[config.mk]
export PLATFORM = sky130hd
export DESIGN_NAME = seq_alu
export DESIGN_NICKNAME = d
export VERILOG_FILES = /design/src/rtl/alu_pkg.sv /design/src/rtl/seq_alu_mul.sv /design/src/rtl/seq_alu.sv
export SDC_FILE = /design/constraint.sdc
export NUM_CORES = 1
export LEC_CHECK = 0
export CORE_MARGIN = 8
export CORE_UTILIZATION = 34
export DETAILED_ROUTE_END_ITERATION = 16
export GPL_ROUTABILITY_DRIVEN = 0
export PLACE_DENSITY = 0.5
export SLEW_MARGIN = 40
export SYNTH_ARGS = -nofsm -noshare
export SYNTH_HDL_FRONTEND = slang
export SYNTH_SLANG_ARGS = --single-unit
[constraint.sdc]
create_clock -name clk -period 15.8 [get_ports clk]
set_input_delay 4.74 -clock clk [delete_from_list [all_inputs] [get_ports clk]]
set_output_delay 4.74 -clock clk [all_outputs]
set_load 0.01 [all_outputs]
[src/rtl/alu_pkg.sv]
// Shared definitions for the sequential ALU: op encodings, FSM state type
// and the registered flag bundle.
package alu_pkg;

  localparam logic [3:0] OP_AND  = 4'b0000;
  localparam logic [3:0] OP_OR   = 4'b0001;
  localparam logic [3:0] OP_ADD  = 4'b0010;
  localparam logic [3:0] OP_SLTU = 4'b0011;
  localparam logic [3:0] OP_ANDN = 4'b0100;
  localparam logic [3:0] OP_ORN  = 4'b0101;
  localparam logic [3:0] OP_SUB  = 4'b0110;
  localparam logic [3:0] OP_SLT  = 4'b0111;
  localparam logic [3:0] OP_SLL  = 4'b1000;
  localparam logic [3:0] OP_SRL  = 4'b1001;
  localparam logic [3:0] OP_MUL  = 4'b1010;
  localparam logic [3:0] OP_SRA  = 4'b1011;

  typedef enum logic [1:0] {
    ST_IDLE = 2'd0,
    ST_MUL  = 2'd1,
    ST_HOLD = 2'd2
  } state_t;

  typedef struct packed {
    logic zero;
    logic carry;
    logic ovf;
  } flags_t;

endpackage

[src/rtl/seq_alu_mul.sv]
// Iterative shift-add multiplier: one partial-product step per clock,
// done/prod present the final accumulation during the last iteration cycle.
module seq_alu_mul
  import alu_pkg::*;
#(
  parameter int WIDTH = 32
) (
  input  logic                 clk,
  input  logic                 reset,
  input  logic                 start,
  input  logic [WIDTH-1:0]     a,
  input  logic [WIDTH-1:0]     b,
  output logic                 done,
  output logic [2*WIDTH-1:0]   prod
);

  localparam int CW = $clog2(WIDTH) + 1;

  logic [2*WIDTH-1:0] mcand_r;
  logic [2*WIDTH-1:0] acc_r;
  logic [2*WIDTH-1:0] acc_next_s;
  logic [WIDTH-1:0]   mplier_r;
  logic [CW-1:0]      cnt_r;
  logic               active_r;

  always_comb begin
    acc_next_s = acc_r;
    if (mplier_r[0]) begin
      acc_next_s = acc_r + mcand_r;
    end else begin
      acc_next_s = acc_r;
    end
  end

  // prod is the post-iteration accumulator so the top can capture it on the final edge
  assign done = active_r && (cnt_r == CW'(WIDTH - 1));
  assign prod = acc_next_s;

  always_ff @(posedge clk or posedge reset) begin
    if (reset) begin
      mcand_r  <= '0;
      acc_r    <= '0;
      mplier_r <= '0;
      cnt_r    <= '0;
      active_r <= 1'b0;
    end else if (start) begin
      mcand_r  <= {{WIDTH{1'b0}}, a};
      acc_r    <= '0;
      mplier_r <= b;
      cnt_r    <= '0;
      active_r <= 1'b1;
    end else if (active_r) begin
      acc_r    <= acc_next_s;
      mcand_r  <= mcand_r << 1;
      mplier_r <= mplier_r >> 1;
      if (done) begin
        cnt_r    <= '0;
        active_r <= 1'b0;
      end else begin
        cnt_r    <= cnt_r + CW'(1);
      end
    end else begin
      acc_r <= acc_r;
    end
  end

endmodule

[src/rtl/seq_alu.sv]
// Sequential ALU: single-cycle logic/add/shift ops and an iterative multiply,
// with a valid/ready handshake on both sides and a registered result.
module seq_alu
  import alu_pkg::*;
#(
  parameter int WIDTH = 32,
  parameter int SHW   = $clog2(WIDTH)
) (
  input  logic             clk,
  input  logic             reset,
  input  logic             in_valid,
  output logic             in_ready,
  input  logic [WIDTH-1:0] a,
  input  logic [WIDTH-1:0] b,
  input  logic [3:0]       op,
  output logic             out_valid,
  input  logic             out_ready,
  output logic [WIDTH-1:0] y,
  output logic             zero,
  output logic             carry,
  output logic             ovf,
  output logic             busy
);

  state_t             state_r;
  state_t             state_next_s;
  logic               out_valid_r;
  logic [WIDTH-1:0]   y_r;
  flags_t             flags_r;

  logic               accept_s;
  logic               mul_start_s;
  logic               mul_done_s;
  logic [2*WIDTH-1:0] mul_prod_s;

  logic [WIDTH-1:0]   b_op_s;
  logic               cin_s;
  logic [WIDTH:0]     add_s;
  logic               add_ovf_s;
  logic [SHW-1:0]     sh_s;
  logic [WIDTH:0]     sll_s;
  logic [WIDTH:0]     srl_s;
  logic signed [WIDTH:0] sra_s;
  logic [WIDTH-1:0]   alu_y_s;
  flags_t             alu_flags_s;
  flags_t             mul_flags_s;

  assign in_ready    = (state_r == ST_IDLE) && (!out_valid_r || out_ready);
  assign accept_s    = in_valid && in_ready;
  assign mul_start_s = accept_s && (op == OP_MUL);

  assign out_valid = out_valid_r;
  assign y         = y_r;
  assign zero      = flags_r.zero;
  assign carry     = flags_r.carry;
  assign ovf       = flags_r.ovf;
  assign busy      = (state_r == ST_MUL);

  seq_alu_mul #(.WIDTH(WIDTH)) u_mul (
    .clk   (clk),
    .reset (reset),
    .start (mul_start_s),
    .a     (a),
    .b     (b),
    .done  (mul_done_s),
    .prod  (mul_prod_s)
  );

  // op[2] turns the adder into a - b and the logic ops into their ~b forms
  assign b_op_s    = op[2] ? ~b : b;
  assign cin_s     = op[2];
  assign add_s     = {1'b0, a} + {1'b0, b_op_s} + {{WIDTH{1'b0}}, cin_s};
  assign add_ovf_s = (a[WIDTH-1] == b_op_s[WIDTH-1]) && (add_s[WIDTH-1] != a[WIDTH-1]);

  // One guard bit on the shifted operand captures the last bit shifted out
  assign sh_s  = b[SHW-1:0];
  assign sll_s = {1'b0, a} << sh_s;
  assign srl_s = {a, 1'b0} >> sh_s;
  assign sra_s = $signed({a, 1'b0}) >>> sh_s;

  always_comb begin
    alu_y_s           = '0;
    alu_flags_s.carry = 1'b0;
    alu_flags_s.ovf   = 1'b0;
    case (op)
      OP_AND, OP_ANDN: alu_y_s = a & b_op_s;
      OP_OR, OP_ORN:   alu_y_s = a | b_op_s;
      OP_ADD, OP_SUB: begin
        alu_y_s           = add_s[WIDTH-1:0];
        alu_flags_s.carry = add_s[WIDTH];
        alu_flags_s.ovf   = add_ovf_s;
      end
      OP_SLTU, OP_SLT: begin
        alu_y_s           = {{(WIDTH-1){1'b0}}, add_s[WIDTH-1]};
        alu_flags_s.carry = add_s[WIDTH];
      end
      OP_SLL: begin
        alu_y_s           = sll_s[WIDTH-1:0];
        alu_flags_s.carry = sll_s[WIDTH];
      end
      OP_SRL: begin
        alu_y_s           = srl_s[WIDTH:1];
        alu_flags_s.carry = srl_s[0];
      end
      OP_SRA: begin
        alu_y_s           = sra_s[WIDTH:1];
        alu_flags_s.carry = sra_s[0];
      end
      default: alu_y_s = '0;
    endcase
    alu_flags_s.zero = (alu_y_s == '0);
  end

  always_comb begin
    mul_flags_s.zero  = (mul_prod_s[WIDTH-1:0] == '0);
    mul_flags_s.carry = 1'b0;
    mul_flags_s.ovf   = |mul_prod_s[2*WIDTH-1:WIDTH];
  end

  always_comb begin
    state_next_s = state_r;
    case (state_r)
      ST_IDLE: begin
        if (mul_start_s) state_next_s = ST_MUL;
        else             state_next_s = ST_IDLE;
      end
      ST_MUL: begin
        if (mul_done_s) state_next_s = ST_HOLD;
        else            state_next_s = ST_MUL;
      end
      ST_HOLD: begin
        if (!out_valid_r || out_ready) state_next_s = ST_IDLE;
        else                           state_next_s = ST_HOLD;
      end
      default: state_next_s = ST_IDLE;
    endcase
  end

  always_ff @(posedge clk or posedge reset) begin
    if (reset) begin
      state_r <= ST_IDLE;
    end else begin
      state_r <= state_next_s;
    end
  end

  // A new load wins over a same-edge consume, so back-to-back transfers never drop a result
  always_ff @(posedge clk or posedge reset) begin
    if (reset) begin
      out_valid_r <= 1'b0;
      y_r         <= '0;
      flags_r     <= '0;
    end else if (accept_s && (op != OP_MUL)) begin
      out_valid_r <= 1'b1;
      y_r         <= alu_y_s;
      flags_r     <= alu_flags_s;
    end else if (mul_done_s) begin
      out_valid_r <= 1'b1;
      y_r         <= mul_prod_s[WIDTH-1:0];
      flags_r     <= mul_flags_s;
    end else if (out_valid_r && out_ready) begin
      out_valid_r <= 1'b0;
    end else begin
      out_valid_r <= out_valid_r;
    end
  end

endmodule
==> flow_summary.ini <==
[global_route]
gr-total-overflow = 0
groute.usage.overall_pct = 22.7
grt_start_max_net_pins = 96
grt_pass1_vias = 19975
grt_antenna_before_repair = 1
grt_first_pass_wirelength_um = 124000

[route]
via_per_inst = 6.12
dr_total_vias = 20602
drtPass1Iterations = 6
wl_per_cell_um = 24.3
finalWirelength_um = 82000
drc = 0
ant_nets = 0
drtIter0Drc = 1983

[clocking]
clockBufferDepth = 3
post_cts_buffers = 0
ctsResizeCount = 0
clockRootBuffer = clkbuf_16
clock_sinks = 205
cts_buffers = 26
cts_max_level = 1
clk_latency_ns = 0.56
cts_tree = yes
clk_pin_slew_ns = 0.06
postCtsHoldBufs = 0

[synth]
synth.area.top_cells = dfrtp_1 (25%), mux2i_1 (8.7%), ha_1 (7.7%)
synth.net_count = 2788
yosysWarnings = 0
syn-cell-area_um2 = 20700
yosys.area.top_type = dfrtp_1
synth_edf_count = 0
ys_ff_latch = 205
yosysTopAreaCellShare_pct = 24.8
async_reset_ff_share_pct = 100
ys.flop_type = dfrtp_1
synth.avg_cell_area_um2 = 8.01
synthCells = 2586
synth.distinct_cells = 93
synth_seq_area_share_pct = 24.8

[sta]
tightest_slew_ns = 0.904
min_period_ns = 10.79
hold_viol = 0
rsz0062_at_grt = no
maxSlewViolCount = 0
fin_crit_sh_pct = 68.3
relSlewSlack_pct = 39.2
skew_ns = 0.0172
fin_setup_tns_ns = 0
setup_viol = 0
max_freq_mhz = 92.7

[layout]
drive_gt1_share_pct = 6.62
fill_cells = 6214
final_common_cell = nor2_1
multiInputGateArea_um2 = 14500
fin_util_pct = 38.5
area.growth.synth_to_final_pct = 12.0
final_cell_mix = nor2_1 (274), nand2_1 (265), a21oi_1 (240)
final_nets = 2771
seqCellArea_um2 = 5130

[power]
ir_drop_mv = 0.0823
power_density_nw_per_um2 = 184
power.leakage_nw = 9.97

[setup_path]
startpoint = out_ready
crit_top_cell = clkdlybuf4s50_1
critPathKind = input pin to output port
reg2reg_from = u_mul.mcand_r[0]
crit_chain = clkdlybuf4s50_1 > nand2b_1 > and2_1 > clkdlybuf4s50_1
required_ns = 11.06
cp-end-kind = output port
startpoint_type = input pin
slowest_stage = clkdlybuf4s50_1
slowest_delay_ns = 0.55
critPathArrivalTime_ns = 6.05
worstPathMaxFanout = 4

[placed_design]
dp_hpwl_um = 62000
io_buffers = 109

[status]
run_status = finished, final reports clean

[floorplanning]
initial_utilization_pct = 34.4
die_area_um2 = 69100
io_pins = 110
core_um2 = 60200
dieWidth_um = 263
die_h_um = 263
num_rows = 90

[worst_hold_path]
hp-start = state_r[1]
hold_path.class = flip-flop to flip-flop

[flow_run]
cap_violations = 0
==> synthesized netlist by cell type, types with 13 or more instances <==
master	count
a211oi_1	65
a21o_1	45
a21oi_1	240
a221oi_1	13
a31oi_1	21
and3_1	16
buf_1	19
buf_2	13
clkbuf_1	143
dfrtp_1	205
ha_1	128
inv_1	109
mux2i_1	180
mux4_2	55
nand2_1	265
nand3_1	51
nand4_1	41
nor2_1	278
nor2b_1	13
nor3_1	49
nor4_1	18
o211ai_1	40
o21a_1	17
o21ai_0	181
o21ai_1	23
o21bai_1	25
o22ai_1	13
or3_1	19
xnor2_1	33
xor2_1	62
==> power by group <==
group	total (mW)	internal, mW	leakage, nW	switching [mW]
sequential	1.03	0.762	2.58	0.266
combinational	2.61	1.03	6.97	1.58
clock	0.627	0.379	0.422	0.248
==> worst max-delay path: cells and delay by family <==
kind | cells | cell delay [ns]
buffers and inverters | 2 | 1.00
AND/OR/NAND/NOR | 2 | 0.32
==> registers in the layout (all words and copies together) (netlist names), 2 cells and up <==
| name | count |
|---|---|
| u_mul.cnt_r | 6 |
| state_r | 2 |
| u_mul.mplier_r | 32 |
| u_mul.mcand_r | 64 |
| y | 32 |
| u_mul.acc_r | 64 |
==> cells by family (layout without fill, tap and decap cells) <==
| family | after synthesis | count (layout) | share of synthesized area [%] |
|---|---|---|---|
| compound gates | 804 | 804 | 24.5 |
| xor+xnor | 95 | 95 | 4.02 |
| fa+ha+maj | 130 | 130 | 7.93 |
| buf+inv | 295 | 294 | 5.66 |
| flops | 205 | 205 | 24.8 |
| mux | 249 | 249 | 15.5 |
| other cells | 0 | 1 | 0 |
| simple gates | 808 | 808 | 17.6 |
==> per-layer routing <==
layer  routed length (um)  GRT usage [%]  vias to the layer above
met5                   16              0                        -
met2                37400           37.1                      895
met3                 6410           4.39                      220
met1                33900           28.9                     9994
met4                 4240           9.96                        2
li1                     -              -                     9491
==> cell type report <==
type                       instances  area share [%]
tap                              782            4.22
multi-input combinational       2086            62.4
clock buffer                      33            3.05
antenna                            1          0.0108
timing repair buffer             139            5.69
sequential                       205            22.1
inverter                         111            1.83
clock inverter                    11           0.690
==> final timing paths <==
check / slack [ns] / end / cells after the start
setup / recovery: 5.01 / in_ready / 4
hold / removal: 0.51 / state_r[0] / 1
setup reg to reg: 11.16 / ovf / 14
hold reg to reg: 0.51 / state_r[0] / 1
max in group asynchronous: 9.95 / u_mul.active_r / 3
min in group asynchronous: 4.65 / u_mul.acc_r[20] / 2
==> metrics by stage <==
| stage | cell area, um^2 | hold WS, ns | worst slack, ns | power, mW | cells |
|---|---|---|---|---|---|
| 2_1_floorplan | 20700 | 0.464 | 5.46 | 2.79 | 2586 |
| 3_3_place_gp | 22300 | 0.483 | 4.96 | 3.57 | 3323 |
| 3_5_place_dp | 22300 | 0.491 | 4.99 | 3.60 | 3323 |
| 4_1_cts | 23200 | 0.501 | 4.99 | 4.25 | 3367 |
| 5_1_grt | 23200 | 0.540 | 4.93 | 4.58 | 3367 |
| 6_report | 23200 | 0.505 | 5.01 | 4.26 | 3368 |
No activity file was read; power rests on OpenSTA's default activity.
